==> config.mk <==
export PLATFORM = sky130hd
export DESIGN_NAME = pic_tmr0
export DESIGN_NICKNAME = d
export VERILOG_FILES = /design/src/rtl/pic_pkg.sv /design/src/rtl/pic_sync_edge.sv /design/src/rtl/pic_tmr0.sv
export SDC_FILE = /design/constraint.sdc
export NUM_CORES = 1
export LEC_CHECK = 0
export CAP_MARGIN = 5
export CORE_MARGIN = 2
export CORE_UTILIZATION = 50
export CTS_BUF_LIST = sky130_fd_sc_hd__clkbuf_2 sky130_fd_sc_hd__clkbuf_4 sky130_fd_sc_hd__clkbuf_8
export CTS_CLUSTER_DIAMETER = 100
export DETAILED_ROUTE_END_ITERATION = 16
export PLACE_DENSITY = 0.78
export SYNTH_ARGS = -nofsm -noshare
export SYNTH_HDL_FRONTEND = slang
export SYNTH_HIERARCHICAL = 1
export SYNTH_SLANG_ARGS = --single-unit
==> constraint.sdc <==
create_clock -name clk -period 4 [get_ports clk]
set_clock_uncertainty 0.15 [all_clocks]
set_input_delay 1.2 -clock clk [delete_from_list [all_inputs] [get_ports clk]]
set_output_delay 1.2 -clock clk [all_outputs]
set_load 0.05 [all_outputs]
==> src/rtl/pic_pkg.sv <==
// -----------------------------------------------------------------------------
// pic_pkg
// Shared definitions for the PIC16C55 peripheral blocks.
//   - OPTION register bit positions {T0CS, T0SE, PSA, PS[2:0]}
//   - OPTION reset value
//   - TMR0 write-inhibit count
//   - low_ones(): true when the low 'nbits' bits of an 8-bit value are all ones
// -----------------------------------------------------------------------------
package pic_pkg;

    localparam int OPT_T0CS  = 5;
    localparam int OPT_T0SE  = 4;
    localparam int OPT_PSA   = 3;
    localparam int OPT_PS_HI = 2;
    localparam int OPT_PS_LO = 0;

    localparam logic [5:0] OPTION_RST   = 6'b111111;
    localparam logic [1:0] TMR0_INHIBIT = 2'd2;

    // nbits may range 0..8; nbits = 0 yields an empty mask, which is always "all ones".
    function automatic logic low_ones(input logic [7:0] value, input logic [3:0] nbits);
        logic [7:0] mask;
        mask = 8'((9'h001 << nbits) - 9'h001);
        return ((value & mask) == mask);
    endfunction

endpackage

==> src/rtl/pic_sync_edge.sv <==
// -----------------------------------------------------------------------------
// pic_sync_edge
// Synchronises an asynchronous pin into the clk domain and flags its edges.
// Ports:
//   clk    in  core clock
//   rst_n  in  asynchronous active-low reset
//   din    in  asynchronous input pin
//   rise   out high for one clk after a synchronised 0->1 transition
//   fall   out high for one clk after a synchronised 1->0 transition
// A transition first sampled at edge k is visible on rise/fall between edges
// k+STAGES-1 and k+STAGES, so a consumer registering it acts at edge k+STAGES.
// -----------------------------------------------------------------------------
module pic_sync_edge #(
    parameter int STAGES = 2
) (
    input  logic clk,
    input  logic rst_n,
    input  logic din,
    output logic rise,
    output logic fall
);

    logic [STAGES-1:0] sync_r;
    logic              prev_r;

    // Synchroniser chain plus one flop holding the previous synchronised level.
    always_ff @(posedge clk or negedge rst_n) begin
        if (!rst_n) begin
            sync_r <= '0;
            prev_r <= 1'b0;
        end else begin
            sync_r <= {sync_r[STAGES-2:0], din};
            prev_r <= sync_r[STAGES-1];
        end
    end

    assign rise = sync_r[STAGES-1] & ~prev_r;
    assign fall = ~sync_r[STAGES-1] & prev_r;

endmodule

==> src/rtl/pic_tmr0.sv <==
// -----------------------------------------------------------------------------
// pic_tmr0
// Timer0 (RTCC) with an 8-bit prescaler shared between TMR0 and the watchdog.
// Ports:
//   clk, rst_n        core clock, asynchronous active-low reset
//   cyc_en            instruction-cycle strobe (internal tick source)
//   t0cki             external Timer0 clock pin (asynchronous)
//   option_we/_din    OPTION write {T0CS, T0SE, PSA, PS[2:0]}
//   tmr0_we/_din      TMR0 write
//   clrwdt            CLRWDT strobe (clears prescaler when assigned to WDT)
//   wdt_tick          WDT oscillator tick
//   tmr0_q, option_q  register read-back
//   tmr0_ovf          one-clk pulse, high while tmr0_q first reads 00 after FF
//   wdt_ps_out        prescaled WDT tick
// Optional feature, macro TMR0_OVF_FLAG_EN:
//   ovf_clr (in), ovf_flag (out) -- sticky overflow flag, set beats clear.
// -----------------------------------------------------------------------------
module pic_tmr0
    import pic_pkg::*;
#(
    parameter int SYNC_STAGES = 2
) (
    input  logic       clk,
    input  logic       rst_n,
    input  logic       cyc_en,
    input  logic       t0cki,
    input  logic       option_we,
    input  logic [5:0] option_din,
    input  logic       tmr0_we,
    input  logic [7:0] tmr0_din,
    input  logic       clrwdt,
    input  logic       wdt_tick,
    output logic [7:0] tmr0_q,
    output logic [5:0] option_q,
    output logic       tmr0_ovf,
    output logic       wdt_ps_out
`ifdef TMR0_OVF_FLAG_EN
    ,
    input  logic       ovf_clr,
    output logic       ovf_flag
`endif
);

    logic [5:0] option_r;
    logic [7:0] pre_r;
    logic [7:0] tmr0_r;
    logic [1:0] inhibit_r;
    logic       tmr0_ovf_r;
    logic       wdt_ps_out_r;

    logic       rise_s;
    logic       fall_s;
    logic       tick_s;
    logic       tmr_evt_s;
    logic       pre_inc_s;
    logic       pre_clr_s;
    logic       wdt_ps_s;
    logic [3:0] ps_s;

    pic_sync_edge #(
        .STAGES (SYNC_STAGES)
    ) u_sync_edge (
        .clk   (clk),
        .rst_n (rst_n),
        .din   (t0cki),
        .rise  (rise_s),
        .fall  (fall_s)
    );

    // Tick source selection and prescaler routing, always from the current OPTION.
    always_comb begin
        tick_s    = 1'b0;
        tmr_evt_s = 1'b0;
        pre_inc_s = 1'b0;
        wdt_ps_s  = 1'b0;
        ps_s      = {1'b0, option_r[OPT_PS_HI:OPT_PS_LO]};

        if (option_r[OPT_T0CS]) begin
            if (option_r[OPT_T0SE]) begin
                tick_s = fall_s;
            end else begin
                tick_s = rise_s;
            end
        end else begin
            tick_s = cyc_en;
        end

        if (option_r[OPT_PSA]) begin
            // Prescaler on WDT: 1:2^PS, PS=0 passes every tick.
            tmr_evt_s = tick_s;
            pre_inc_s = wdt_tick;
            wdt_ps_s  = wdt_tick & low_ones(pre_r, ps_s);
        end else begin
            // Prescaler on TMR0: 1:2^(PS+1).
            tmr_evt_s = tick_s & low_ones(pre_r, ps_s + 4'd1);
            pre_inc_s = tick_s;
            wdt_ps_s  = wdt_tick;
        end

        pre_clr_s = option_we
                  | (tmr0_we & ~option_r[OPT_PSA])
                  | (clrwdt  &  option_r[OPT_PSA]);
    end

    // OPTION register.
    always_ff @(posedge clk or negedge rst_n) begin
        if (!rst_n) begin
            option_r <= OPTION_RST;
        end else if (option_we) begin
            option_r <= option_din;
        end else begin
            option_r <= option_r;
        end
    end

    // Shared prescaler; a clear overrides a same-cycle increment.
    always_ff @(posedge clk or negedge rst_n) begin
        if (!rst_n) begin
            pre_r <= 8'h00;
        end else if (pre_clr_s) begin
            pre_r <= 8'h00;
        end else if (pre_inc_s) begin
            pre_r <= pre_r + 8'd1;
        end else begin
            pre_r <= pre_r;
        end
    end

    // TMR0 counter, write inhibit and overflow pulse; a write beats an increment.
    always_ff @(posedge clk or negedge rst_n) begin
        if (!rst_n) begin
            tmr0_r     <= 8'h00;
            inhibit_r  <= 2'd0;
            tmr0_ovf_r <= 1'b0;
        end else if (tmr0_we) begin
            tmr0_r     <= tmr0_din;
            inhibit_r  <= TMR0_INHIBIT;
            tmr0_ovf_r <= 1'b0;
        end else if (tmr_evt_s) begin
            if (inhibit_r != 2'd0) begin
                inhibit_r  <= inhibit_r - 2'd1;
                tmr0_ovf_r <= 1'b0;
            end else begin
                tmr0_r     <= tmr0_r + 8'd1;
                tmr0_ovf_r <= (tmr0_r == 8'hFF);
            end
        end else begin
            tmr0_ovf_r <= 1'b0;
        end
    end

    // Registered prescaled watchdog tick.
    always_ff @(posedge clk or negedge rst_n) begin
        if (!rst_n) begin
            wdt_ps_out_r <= 1'b0;
        end else begin
            wdt_ps_out_r <= wdt_ps_s;
        end
    end

`ifdef TMR0_OVF_FLAG_EN
    logic ovf_flag_r;

    // Sticky overflow flag; a set in the same cycle as a clear wins.
    always_ff @(posedge clk or negedge rst_n) begin
        if (!rst_n) begin
            ovf_flag_r <= 1'b0;
        end else if (tmr0_ovf_r) begin
            ovf_flag_r <= 1'b1;
        end else if (ovf_clr) begin
            ovf_flag_r <= 1'b0;
        end else begin
            ovf_flag_r <= ovf_flag_r;
        end
    end

    assign ovf_flag = ovf_flag_r;
`endif

    assign tmr0_q     = tmr0_r;
    assign option_q   = option_r;
    assign tmr0_ovf   = tmr0_ovf_r;
    assign wdt_ps_out = wdt_ps_out_r;

endmodule

* After elaboration in Yosys (flattened, before gate mapping)
Index checks and enable logic that the tools add are counted.
** Word-level totals
- Register bits :: 29
- Input port bits :: 22
- Output and inout port bits :: 16
** Operators by class
- Add/sub/neg operators :: 6
- Equality and inequality tests :: 4
- Shift-type cells :: 2
- Multiplexer cells :: 16
- Bitwise logic cells :: 13
- Reduce and logical (&&, ||, !) cells :: 6
** Operators with widths (count)
- 2-to-1 mux 8 bit :: 5
- adder 8 x 1 -> 8 bit (second input constant) :: 2
- AND 8 bit :: 2
- equality test 8 bit :: 2
- subtractor 8 x 1 -> 8 bit (second input constant) :: 2
- equality test 8 bit (second input constant) :: 1
- 2-to-1 mux 1 bit :: 8
- nonzero test 2 bit :: 4
- left shift 1 x 3 -> 8 bit (first input constant) :: 1
- left shift 1 x 4 -> 8 bit (first input constant) :: 1
- AND 1 bit :: 6
- 2-to-1 mux 2 bit :: 3
- adder 3 x 1 -> 4 bit (second input constant) :: 1
- AND reduction 2 bit :: 2
- NOT 1 bit :: 3
- inequality test 2 bit (second input constant) :: 1
- OR 1 bit :: 2
- subtractor 2 x 1 -> 2 bit (second input constant) :: 1

* Depth between registers and ports, before layout
- Word-level depth :: 9
- Depth in mapped cells :: 13

* Modules after synthesis
Netlist, hierarchy kept.
** Modules (own cells, without submodules)
- pic_tmr0 :: times used 1, cells each 200, area an instance 1830.5 um^2, seq. area each 658.1 um^2
- pic_sync_edge :: times used 1, cells each 5, area an instance 90.1 um^2, seq. area each 75.1 um^2

* Worst setup path after synthesis
Ideal clock, no wire load.
- Kind :: flip-flop to flip-flop
- From :: register option_r[2] (netlist: option_q[2])
- To :: register tmr0_r[5] (netlist: tmr0_q[5])
- Setup time :: 0.082 ns
- Arrival time :: 3.033 ns
- Required time :: 3.768 ns
- Setup slack :: 0.735 ns
- Stages on the path, launching flop included :: 12
- Buffers on the path :: 1
- Path through :: dfstp_2 bufinv_8 ha_1 buf_6 nand3_4 ha_1 nand2b_1 o22ai_1 a32oi_4 a41oi_4 or4_1 a31oi_1
** On the way
- Word-level cells in the longest chain between the ends :: 9
** Ends and longest elaborated chain
- start, declared :: line pic_tmr0.sv:44 : logic [5:0] option_r;
- start signal, assigned :: line pic_tmr0.sv:110 : option_r <= option_din;
- start signal, assigned :: line pic_tmr0.sv:112 : option_r <= option_r;
- adder 3 x 1 -> 4 bit (*) :: line pic_tmr0.sv:95 : tmr_evt_s = tick_s & low_ones(pre_r, ps_s + 4'd1);
- left shift 1 x 4 -> 8 bit (*) :: line pic_pkg.sv:23 : mask = 8'((9'h001 << nbits) - 9'h001);
- subtractor 8 x 1 -> 8 bit (*) :: line pic_pkg.sv:23
- AND 8 bit :: line pic_pkg.sv:24 : return ((value & mask) == mask);
- equality test 8 bit (*) :: line pic_pkg.sv:24
- AND 1 bit (*) :: line pic_tmr0.sv:95
- 2-to-1 mux 1 bit (*) :: line pic_tmr0.sv:88 : if (option_r[OPT_PSA]) begin
- nonzero test 2 bit (no source line) (*)
- AND reduction 2 bit (no source line) (*)
- end signal, assigned :: line pic_tmr0.sv:136 : tmr0_r <= tmr0_din;
- end signal, assigned :: line pic_tmr0.sv:144 : tmr0_r <= tmr0_r + 8'd1;
- end, declared :: line pic_tmr0.sv:46 : logic [7:0] tmr0_r;
Mark *: on every way between the ends. The rest lies on a longest branch, timed or not.
A chain may end at the register's enable or synchronous reset.

* Worst setup path after layout
- From :: register option_r[2] (netlist: option_q[2])
- To :: register tmr0_r[4] (netlist: tmr0_q[4])
Same word-level chain as after synthesis.

==> run_results.csv <==
group,metric,value,unit
run,cap_violations,0,
logic_synthesis,avgSynthCellArea,9.37,um^2
clock_tree,clock_tree.buffer_depth,2,
global_routing,grtUsageMet1,26.3,%
timing,timing.fmax,282,MHz
clock_tree,cts_setup_buffers,0,
logic_synthesis,synth_edf_count,0,
placement,place_congestion,0.844,
timing,drv_slew,0,
global_routing,grt_max_degree,30,
logic_synthesis,synthesis.area,0.00192,mm^2
worst_setup_path,endpoint_kind,"flop",
die,io_pins,38,
finish,nets,269,
global_routing,top_usage_layer,"met2",
route,avgViaCountPerCell,5.63,
die,start_util,52.1,%
worst_setup_path,cp_max_fo,16,
worst_setup_path,slowest_delay,0.67,ns
finish,antenna_cells,0,
logic_synthesis,syn_nets,234,
worst_setup_path,path_class,"reg2reg",
finish,final_area,0.00239,mm^2
placement,postPlaceCellArea,0.00230,mm^2
worst_setup_path,crit_arrival,3.60,ns
status,status,"complete, no violations",
worst_setup_path,cp_slowest_cell,"dfstp_2",
logic_synthesis,post-synth-top-count-cell,"nor2_1",
logic_synthesis,synth_ff_type,"dfrtp_1",
finish,syn_to_final_growth,24.2,%
route,wirelength,3.84,mm
timing,finalSetupViolCount,0,
clock_tree,root_buffer,"clkbuf_8",
timing,min_period_over_period,88.6,%
clock_tree,insertion_delay,0.28,ns
placement,detailed_place_hpwl,2.76,mm
logic_synthesis,yosys-top-cells-area,"dfrtp_1 30%, dfstp_2 8.2%, nor2_1 4.7%, ha_1 4.6%, xor2_1 3.2%",
logic_synthesis,synth_xor_area_share,4.56,%
timing,tightest_slew,0.660,ns
logic_synthesis,yosysWarnings,6,
finish,fill_cells,301,
clock_tree,htree_num_levels,2,
finish,final_cells,289,
global_routing,grt_overflow,0,
clock_tree,cts_sinks,29,
die,placementRows,22,
clock_tree,cts_buffers,5,
timing,relSlewSlack,55.7,%
worst_setup_path,path_cells,"bufinv_8 -> ha_1 -> nand3_4 -> ha_1 -> nand2_1 -> o22ai_1 -> a32oi_4 -> a41oi_4 -> or4_1 -> a31oi_1",
finish,drive_above_1_share,11.6,%
logic_synthesis,synth_mux_area_share,3.91,%
global_routing,met2_usage,31.6,%
logic_synthesis,synth_compound_area_share,21.4,%
logic_synthesis,seq_area_frac_synth,38.2,%
power_and_ir_drop,power_density,359,mW/mm^2
logic_synthesis,synth_top_area_share,30.0,%
route,drc_errors,0,
power_and_ir_drop,power,0.000857,W
timing,setup-tns-final,0,ns
power_and_ir_drop,vdd_ir_drop_max,231,uV
logic_synthesis,syn_inst,205,
route,vias,1627,
logic_synthesis,async_reset_ff_share,100,%
global_routing,antenna_found_initial,0,
worst_hold_path,hp-class,"reg2reg",
logic_synthesis,synth_top_family_by_area,"compound AO/OA/AOI/OAI gates",
route,drtAntennaViolNets,0,
placement,io_buffers,37,
logic_synthesis,ys_seq_elements,29,
route,first_iter_violations,65,
worst_setup_path,path_buf_inv,1,
timing,period_minus_slack,3.54,ns
logic_synthesis,yosys-top-cells-count,"24 x nor2_1, 23 x dfrtp_1, 13 x nand2_1, 9 x a31oi_1",
worst_setup_path,crit_top_cell,"ha_1",
clock_tree,cts_resized,0,
global_routing,grt_util_all_layers,19.8,%
logic_synthesis,synthAdderAreaFrac,4.56,%
worst_setup_path,cpLargestDelayFamily,"adder cells",
logic_synthesis,synth.distinct_cells,49,
clock_tree,path_clk_slew,0.06,ns
global_routing,gr-usage-met3,3.92,%
clock_tree,cts_hold_buf,0,
die,die-area,0.00435,mm^2
die,core,0.00369,mm^2
finish,fin_util,64.7,%
die,dieHeight,66.0,um
worst_setup_path,crit_required,4.05,ns
timing,hold_viol,0,
placement,dpl.cell_count,281,
die,die_w,66.0,um
route,wl_per_cell,13.3,um
global_routing,grt_pass1_vias,1492,
clock_tree,cts_tree,"done",
logic_synthesis,post_synth_and_or_nand_nor_area_fraction,20.9,%
logic_synthesis,synth_top_area_cell,"dfrtp_1",
route,first_pass_iters,4,
global_routing,grt_pass1_wl,6.61,mm
power_and_ir_drop,p_leak,0.961,nW
timing,rsz0062_at_grt,"no",
worst_setup_path,startpoint_type,"flop",
cells by family after synthesis:
family / after synthesis
DFF: 29
muxes: 7
xor gates and xnor gates: 10
buffers and inverters: 22
adders and majority gates: 7
and+or+nand+nor: 76
AOI/OAI and AO/OA: 54
sequential cells by signal, summed over array words and instances, names as in the netlist:
register	flops
tmr0_q	8
wdt_ps_out	1
tmr0_ovf	1
option_q	6
u_sync_edge/prev_r	1
inhibit_r	2
u_sync_edge/sync_r	2
pre_r	8
report_power, final:
part           internal [W]  switching [W]
logic              0.000114       0.000161
registers          0.000319      0.0000296
clock network      0.000127       0.000108
total              0.000559       0.000298
final cells by class:
type | count | area (um^2) | area share, %
timing repair buffer | 40 | 393 | 16.5
clock inverter | 2 | 10.0 | 0.420
tap | 48 | 60.1 | 2.52
inverter | 10 | 51.3 | 2.15
clock buffer | 6 | 76.3 | 3.20
multi-input combinational | 154 | 1060 | 44.5
sequential | 29 | 733 | 30.7
routing by layer:
layer / vias to the layer above / share of wire [%]
met5: - / 0
met4: 0 / 1.9
met3: 9 / 3.2
met2: 33 / 46
met1: 770 / 49
li1: 815 / -
per-stage QoR:
stage | setup slack [ns] | hold WS, ns
after floorplan | 0.735 | 0.181
after global placement | 0.548 | 0.199
after detailed placement | 0.460 | 0.188
after CTS | 0.465 | 0.212
after global routing | 0.200 | 0.215
final | 0.457 | 0.213
worst paths after layout:
path / from / endpoint / slack (ns) / cells past startpoint
setup / recovery: option_q[2] / tmr0_q[4] / 0.46 / 10
hold / removal: u_sync_edge/sync_r[0] / u_sync_edge/sync_r[1] / 0.21 / 0
setup reg to reg: option_q[2] / tmr0_q[4] / 0.46 / 10
hold reg to reg: u_sync_edge/sync_r[0] / u_sync_edge/sync_r[1] / 0.21 / 0
max in group asynchronous: rst_n / option_q[2] / 2.23 / 2
min in group asynchronous: rst_n / tmr0_q[1] / 1.15 / 2
cell usage in the layout (no fill, tap or decap), drive strengths merged, types with 4 or more instances in the layout:
cell,instances
a31oi,9
or4,6
xor2,7
nor2,24
o21ai,14
o31ai,6
clkdlybuf4s50,37
mux2,4
clkbuf,6
nand2,13
a21o,4
or3,5
dfrtp,23
nand2b,4
dfstp,6
a21oi,6
inv,8
ha,7
nand3,5
nand4,5
No activity file was read; power rests on OpenSTA's default activity.
